## src/rtl/lshift_sched.sv

```systemverilog
// Two-requester round-robin scheduler in front of a shared rotate-left register.
// Loads a requester's value, lets the register rotate cnt times, returns the result.
module lshift_sched #(
  parameter int WIDTH = 8,
  parameter int CNT_W = 3
) (
  input  logic             clk,
  input  logic             rstn,
  input  logic             req0,
  input  logic [WIDTH-1:0] val0,
  input  logic [CNT_W-1:0] cnt0,
  input  logic             req1,
  input  logic [WIDTH-1:0] val1,
  input  logic [CNT_W-1:0] cnt1,
  output logic             gnt0,
  output logic             gnt1,
  output logic             done0,
  output logic             done1,
  output logic [WIDTH-1:0] result,
  output logic             busy,
  output logic [WIDTH-1:0] sr_load_val,
  output logic             sr_load_en,
  input  logic [WIDTH-1:0] sr_op
);

  typedef enum logic [1:0] {
    S_IDLE  = 2'd0,
    S_LOAD  = 2'd1,
    S_SHIFT = 2'd2,
    S_RESP  = 2'd3
  } state_t;

  state_t           state_r, state_nxt_s;
  logic             sel_r, sel_nxt_s;
  logic             ptr_r, ptr_nxt_s;
  logic [WIDTH-1:0] val_q_r, val_q_nxt_s;
  logic [CNT_W-1:0] cnt_q_r, cnt_q_nxt_s;
  logic [CNT_W-1:0] j_r, j_nxt_s;
  logic [WIDTH-1:0] result_r, result_nxt_s;
  logic             gnt0_r, gnt0_nxt_s;
  logic             gnt1_r, gnt1_nxt_s;
  logic             done0_r, done0_nxt_s;
  logic             done1_r, done1_nxt_s;
  logic             busy_r, busy_nxt_s;
  logic             load_en_r, load_en_nxt_s;
  logic             win_s;

  // Tie-break: ptr remembers the last winner, so the other requester wins a tie.
  always_comb begin
    win_s = 1'b0;
    if (req0 && req1) begin
      win_s = ~ptr_r;
    end else begin
      win_s = req1;
    end
  end

  // Next-state and next-output logic.
  always_comb begin
    state_nxt_s   = state_r;
    sel_nxt_s     = sel_r;
    ptr_nxt_s     = ptr_r;
    val_q_nxt_s   = val_q_r;
    cnt_q_nxt_s   = cnt_q_r;
    j_nxt_s       = j_r;
    result_nxt_s  = result_r;
    gnt0_nxt_s    = 1'b0;
    gnt1_nxt_s    = 1'b0;
    done0_nxt_s   = 1'b0;
    done1_nxt_s   = 1'b0;
    load_en_nxt_s = 1'b0;
    case (state_r)
      S_IDLE: begin
        if (req0 || req1) begin
          state_nxt_s   = S_LOAD;
          sel_nxt_s     = win_s;
          ptr_nxt_s     = win_s;
          val_q_nxt_s   = win_s ? val1 : val0;
          cnt_q_nxt_s   = win_s ? cnt1 : cnt0;
          gnt0_nxt_s    = ~win_s;
          gnt1_nxt_s    = win_s;
          load_en_nxt_s = 1'b1;
        end else begin
          state_nxt_s = S_IDLE;
        end
      end
      S_LOAD: begin
        j_nxt_s     = {CNT_W{1'b0}};
        state_nxt_s = S_SHIFT;
      end
      S_SHIFT: begin
        // sr_op already holds rotl(val_q, j) in this cycle.
        if (j_r == cnt_q_r) begin
          result_nxt_s = sr_op;
          state_nxt_s  = S_RESP;
          done0_nxt_s  = ~sel_r;
          done1_nxt_s  = sel_r;
        end else begin
          j_nxt_s = j_r + {{(CNT_W-1){1'b0}}, 1'b1};
        end
      end
      S_RESP: begin
        state_nxt_s = S_IDLE;
      end
      default: begin
        state_nxt_s = S_IDLE;
      end
    endcase
    busy_nxt_s = (state_nxt_s != S_IDLE);
  end

  // State register.
  always_ff @(posedge clk or negedge rstn) begin
    if (!rstn) begin
      state_r <= S_IDLE;
    end else begin
      state_r <= state_nxt_s;
    end
  end

  // Datapath and registered outputs.
  always_ff @(posedge clk or negedge rstn) begin
    if (!rstn) begin
      sel_r     <= 1'b0;
      ptr_r     <= 1'b1;
      val_q_r   <= {WIDTH{1'b0}};
      cnt_q_r   <= {CNT_W{1'b0}};
      j_r       <= {CNT_W{1'b0}};
      result_r  <= {WIDTH{1'b0}};
      gnt0_r    <= 1'b0;
      gnt1_r    <= 1'b0;
      done0_r   <= 1'b0;
      done1_r   <= 1'b0;
      busy_r    <= 1'b0;
      load_en_r <= 1'b0;
    end else begin
      sel_r     <= sel_nxt_s;
      ptr_r     <= ptr_nxt_s;
      val_q_r   <= val_q_nxt_s;
      cnt_q_r   <= cnt_q_nxt_s;
      j_r       <= j_nxt_s;
      result_r  <= result_nxt_s;
      gnt0_r    <= gnt0_nxt_s;
      gnt1_r    <= gnt1_nxt_s;
      done0_r   <= done0_nxt_s;
      done1_r   <= done1_nxt_s;
      busy_r    <= busy_nxt_s;
      load_en_r <= load_en_nxt_s;
    end
  end

  assign gnt0        = gnt0_r;
  assign gnt1        = gnt1_r;
  assign done0       = done0_r;
  assign done1       = done1_r;
  assign result      = result_r;
  assign busy        = busy_r;
  assign sr_load_val = val_q_r;
  assign sr_load_en  = load_en_r;

endmodule

```

## config.mk

```make
export PLATFORM = sky130hd
export DESIGN_NAME = lshift_sched
export DESIGN_NICKNAME = d
export VERILOG_FILES = /design/src/rtl/lshift_sched.sv
export SDC_FILE = /design/constraint.sdc
export NUM_CORES = 1
export LEC_CHECK = 0
export CAP_MARGIN = 10
export CORE_UTILIZATION = 43
export DETAILED_ROUTE_END_ITERATION = 8
export HOLD_SLACK_MARGIN = 0.03
export PLACE_DENSITY = 0.78
export RECOVER_POWER = 25
export SLEW_MARGIN = 10
export SYNTH_ARGS = -nofsm -noshare
export SYNTH_HDL_FRONTEND = slang
export SYNTH_SLANG_ARGS = --single-unit
```

## constraint.sdc

```tcl
create_clock -name clk -period 2 [get_ports clk]
set_input_delay 0.2 -clock clk [delete_from_list [all_inputs] [get_ports clk]]
set_output_delay 0.2 -clock clk [all_outputs]
set_load 0.02 [all_outputs]
```

Yosys cells after proc, flatten, opt, wreduce, memory -nomap -nowiden
Index checks and enable logic that the tools add are counted.
{"block": "totals", "ff_bits": 32, "input_bits": 34, "output_inout_bits": 22, "wordCells": 48}
{"block": "op_classes", "add_sub_neg": 1, "eq_ne": 5, "mux": 18, "bitwise": 3, "reduce_logical": 8}
{"cell": "1-bit two-way mux", "n": 12}
{"cell": "8-bit two-way mux", "n": 1}
{"cell": "2-bit case mux with 4 select lines", "n": 1}
{"cell": "3-bit two-way mux", "n": 2}
{"cell": "3-bit case mux with 2 select lines", "n": 1}
{"cell": "2-bit AND reduction", "n": 3}
{"cell": "2-bit equality test, second input constant", "n": 2}
{"cell": "2-bit nonzero test", "n": 2}
{"cell": "3-bit by 1-bit adder with 3-bit output, second input constant", "n": 1}
{"cell": "3-bit equality test", "n": 1}
{"cell": "1-bit NOT", "n": 3}
{"cell": "2-bit by 1-bit equality test with 1-bit output, second input constant", "n": 1}
{"cell": "2-bit logical NOT", "n": 1}
{"cell": "2-bit two-way mux", "n": 1}
{"cell": "2-bit != test, second input constant", "n": 1}
{"cell": "1-bit logical AND", "n": 1}
{"cell": "1-bit logical OR", "n": 1}

Depth between registers and ports, before layout
Gate-level depths: netlist (run 1).
{"block": "depth", "ltp_word": 5, "ltp_mapped": 6, "mapped_depth_nobuf": 6}

Least setup slack after synthesis (run 1)
OpenSTA, ideal clock, no wires.
{"block": "synth_path", "path_kind": "register to register", "startpoint": "reg state_r[0]", "endpoint": "reg val_q_r[1], in the netlist sr_load_val[1]", "arrival_ns": 1.367, "slack_ns": 0.507, "path_stages_with_launch": 6, "path_buffers": 1, "period_less_slack_ns": 1.493, "path_cell_list": "dfrtp_1 > inv_1 > ha_1 > o21ai_1 > clkbuf_1 > a221o_1"}
{"block": "synth_via", "elab_chain_cells": 2}
{"item": "from (decl)", "line_no": "33", "source": "state_t state_r, state_nxt_s;"}
{"item": "from (signal assigned)", "line_no": "117", "source": "state_r <= state_nxt_s;"}
{"item": "2-bit logical NOT", "line_no": "72", "source": "case (state_r)"}
{"item": "2-bit AND reduction (no source line)"}
{"item": "to (signal assigned)", "line_no": "126", "source": "val_q_r <= {WIDTH{1'b0}};"}
{"item": "to (signal assigned)", "line_no": "139", "source": "val_q_r <= val_q_nxt_s;"}
{"item": "to (decl)", "line_no": "36", "source": "logic [WIDTH-1:0] val_q_r, val_q_nxt_s;"}
No other way between the ends.
A chain may end at the register's enable or synchronous reset.

Final worst setup path (run 1)
{"block": "layout_path", "startpoint": "reg state_r[0]", "endpoint": "reg result_r[3], in the netlist result[3]"}
{"block": "layout_via", "elab_chain_cells": 2}
{"item": "2-bit equality test", "line_no": "72"}
{"item": "2-bit AND reduction (no source line)"}
{"item": "to (signal assigned)", "line_no": "129", "source": "result_r <= {WIDTH{1'b0}};"}
{"item": "to (signal assigned)", "line_no": "142", "source": "result_r <= result_nxt_s;"}
{"item": "to (decl)", "line_no": "39", "source": "logic [WIDTH-1:0] result_r, result_nxt_s;"}
No other way between the ends.

==> metrics.txt, run 1 <==
outcome=complete, no violations; detailed router's first-iteration violation count=25; TritonCTS buffer count=5; amount of wire on met2 after detailed routing=1634 um; DIE AREA=~0.0037 mm^2; net total in the final layout=between 200 and 250; Post-Synthesis Cell Area=between 0.001 and 0.0015 mm^2; worst-case setup slack after placement=about 0.2 ns; nets in the synthesized netlist=~160; MaxCap Viol Count=0; number of hold buffers added after cts=0; global-route wire length before repair=5361 um; clock latency at the later pin of the worst-skew pair=roughly 0.34 ns; share of cells above drive strength 1=0.1444; count of state elements after synthesis=32; Max Clock Skew=slightly below 0.009 ns; RSZ-0062 raised after global routing=false; sequential-to-total area share from yosys stat=0.5441; post-route fraction of the period consumed by the critical path=0.9108; number of setup violations in the final report=0; Worst EP arrival=2.05 ns; Max H-tree Level=2; GRT Total Usage=0.2062; final count of hold timing violations=0; most instantiated flip-flop cell in the synthesis netlist=dfrtp_1; Worst path slowest cell=mux2_4; count of buffers inserted at the top-level ports=55; ratio of total power to cell area=1587 mW/mm^2; Chip Width=between 60 and 70 um; routed wire length=3246 um; io pins=56; mean number of vias per cell=approximately 5.1; Max rail drop VDD=0.7455 mV; Slew Limit Fails=0; clock tree root buffer cell=clkbuf_4; kind of path behind the tightest hold check=in -> async; Cell Chain, Critical Path=inv_1, ha_1, nand4_2, mux2_4; warnings from Yosys=0; number of clock sinks=32; antenna violation net count after detailed routing=0; design area=0.002152 mm^2; Post-Synthesis Cells=about 120; crit start category=register; amount of wire on met3 after detailed routing=~200 um; routed via count=1145; highest cell delay on the worst timing path=around 0.43 ns; number of flops mapped to enable cells by yosys=0; # diodes=0; half-perimeter wire length after placement=about 2400 um; postcts setup bufs=0; highest achievable clock rate=approximately 550 MHz; DR pass1 iterations=4; height of the die=60.55 um; count of non-filler cells in the finished layout=224; Critical Path RT=around 2.2 ns; buffer and inverter count on the worst path=1; final worst setup slack=~0.18 ns; total global routing overflow=0; headroom to the max-slew limit=0.4869; Wirelength per Cell=14.49 um; critical setup path kind=reg -> reg; RePlAce Congestion=slightly below 0.7; Post-route DRC=0; initial cell density of the core=0.4675; number of distinct library cells after synthesis=35; post-placement cell area=0.002074 mm^2; Final TNS setup=0 ns; initial antenna violation count=0; fraction of synthesis flops using an asynchronous set or reset pin=1.000; area growth from synthesis to layout=46.01%; maximum number of pins on one net before global-route repair=33; cell leakage power=around 1.0 nW; worst hold slack across all endpoints=~0.45 ns; CTS tree=built; M1 WL=1357 um; CTS clk-pin slew, worst paths=roughly 0.10 ns; clk buf depth=2; gate family responsible for the most delay along the worst path=multiplexers; final core area utilization=0.6825; quantity of gates resized following cts=0; syn avg cell area=~12 um^2; Cell Rows=20; maximum fanout encountered on the critical timing path=12; Power, Total=3.415 mW; clock period minus worst slack=between 1.5 and 2 ns; area inside the core boundary=0.003153 mm^2; number of global-route vias before repair=between 1000 and 1500; cell count after placement=roughly 220; Highest Signal Layer=met4; CP endpoint kind=register; slew of the pin with the lowest slew margin=0.7697 ns
report_power, final:
| group | switching [mW] | internal [mW] | total, mW |
|---|---|---|---|
| Sequential | 0.220 | 0.952 | 1.17 |
| Combinational | 0.841 | 0.908 | 1.75 |
| Clock | 0.234 | 0.260 | 0.495 |
worst reg2reg max path: stages (launching register included):
cell and delay (ns):
dfrtp_1 0.42, inv_1 0.09, ha_1 0.33, nand4_2 0.42
mux2_4 0.44
layout make-up:
type                    count  area, um^2
multi-input cells          76       618.1
flip-flops and latches     32       802.0
inverters                   5       18.77
fillers                   250        1001
clock buffers               5       37.54
clock inverters             3       42.54
well taps                  44       55.05
repair buffers             59       578.1
registers in the layout (all words and copies together) (netlist names):
register and count:
busy 1, cnt_q_r 3, done0 1, done1 1, gnt0 1, gnt1 1, j_r 3, ptr_r 1
result 8, sel_r 1, sr_load_en 1, sr_load_val 8, state_r 2
path summary, 6_finish.rpt:
| kind | start | endpoint | slack (ns) | cells after the start |
|---|---|---|---|---|
| worst min register to register | sel_r | done0 | 0.46 | 1 |
| min in group clk | sel_r | done0 | 0.46 | 1 |
| worst max register to register | state_r[0] | result[3] | 0.18 | 4 |
| worst min-delay path | rstn | j_r[2] | 0.45 | 2 |
| worst max-delay path | state_r[0] | result[3] | 0.18 | 4 |
| max in group asynchronous | rstn | sr_load_val[0] | 1.05 | 2 |
routing by layer:
metal / GRT usage / vias up
li1: - / 551
met1: 0.2282 / 543
met2: 0.3626 / 45
met3: 0.06823 / 6
met4: 0.08766 / 0
met5: 0 / -
cell usage after synthesis, types with 3 or more instances:
| library cell | number | area share |
|---|---|---|
| dfrtp_1 | 31 | 0.53 |
| and3_1 | 10 | 0.042 |
| a221o_1 | 8 | 0.054 |
| nand2_1 | 8 | 0.020 |
| mux2_4 | 6 | 0.061 |
| o21ai_0 | 6 | 0.020 |
| inv_1 | 5 | 0.013 |
| ha_1 | 4 | 0.034 |
| nor2_1 | 3 | 0.0076 |
| xor2_1 | 3 | 0.018 |
cell families (layout without fill, tap and decap cells):
group,Yosys count,after routing,synth area share
muxes,10,10,0.08998
xor gates and xnor gates,6,6,0.04584
AOI/OAI and AO/OA,27,27,0.1409
and+or+nand+nor,29,29,0.1087
adders and majority gates,4,4,0.03396
buffers and inverters,10,72,0.03650
DFF,32,32,0.5441
cells in the final DEF (no fill, tap or decap), types with 3 or more instances in the layout:
master | netlist | layout
xor2_1 | 3 | 3
o21ai_0 | 6 | 6
nand2_1 | 8 | 8
clkbuf_4 | 0 | 5
mux2_4 | 6 | 6
dfrtp_1 | 31 | 31
a221o_1 | 8 | 8
inv_1 | 5 | 5
buf_4 | 0 | 3
ha_1 | 4 | 4
nor2_1 | 3 | 3
and3_1 | 10 | 10
clkdlybuf4s50_1 | 0 | 54
Note: power is estimated with default switching activity, not from simulation.
==> run 2, diff against run 1 <==
- CAP_MARGIN: 10 -> 20
- GPL_ROUTABILITY_DRIVEN: default -> 0
- SLEW_MARGIN: 10 -> 20
==> results of run 2 <==
Same layout as run 1: the final DEF is identical, and so are final timing and power.
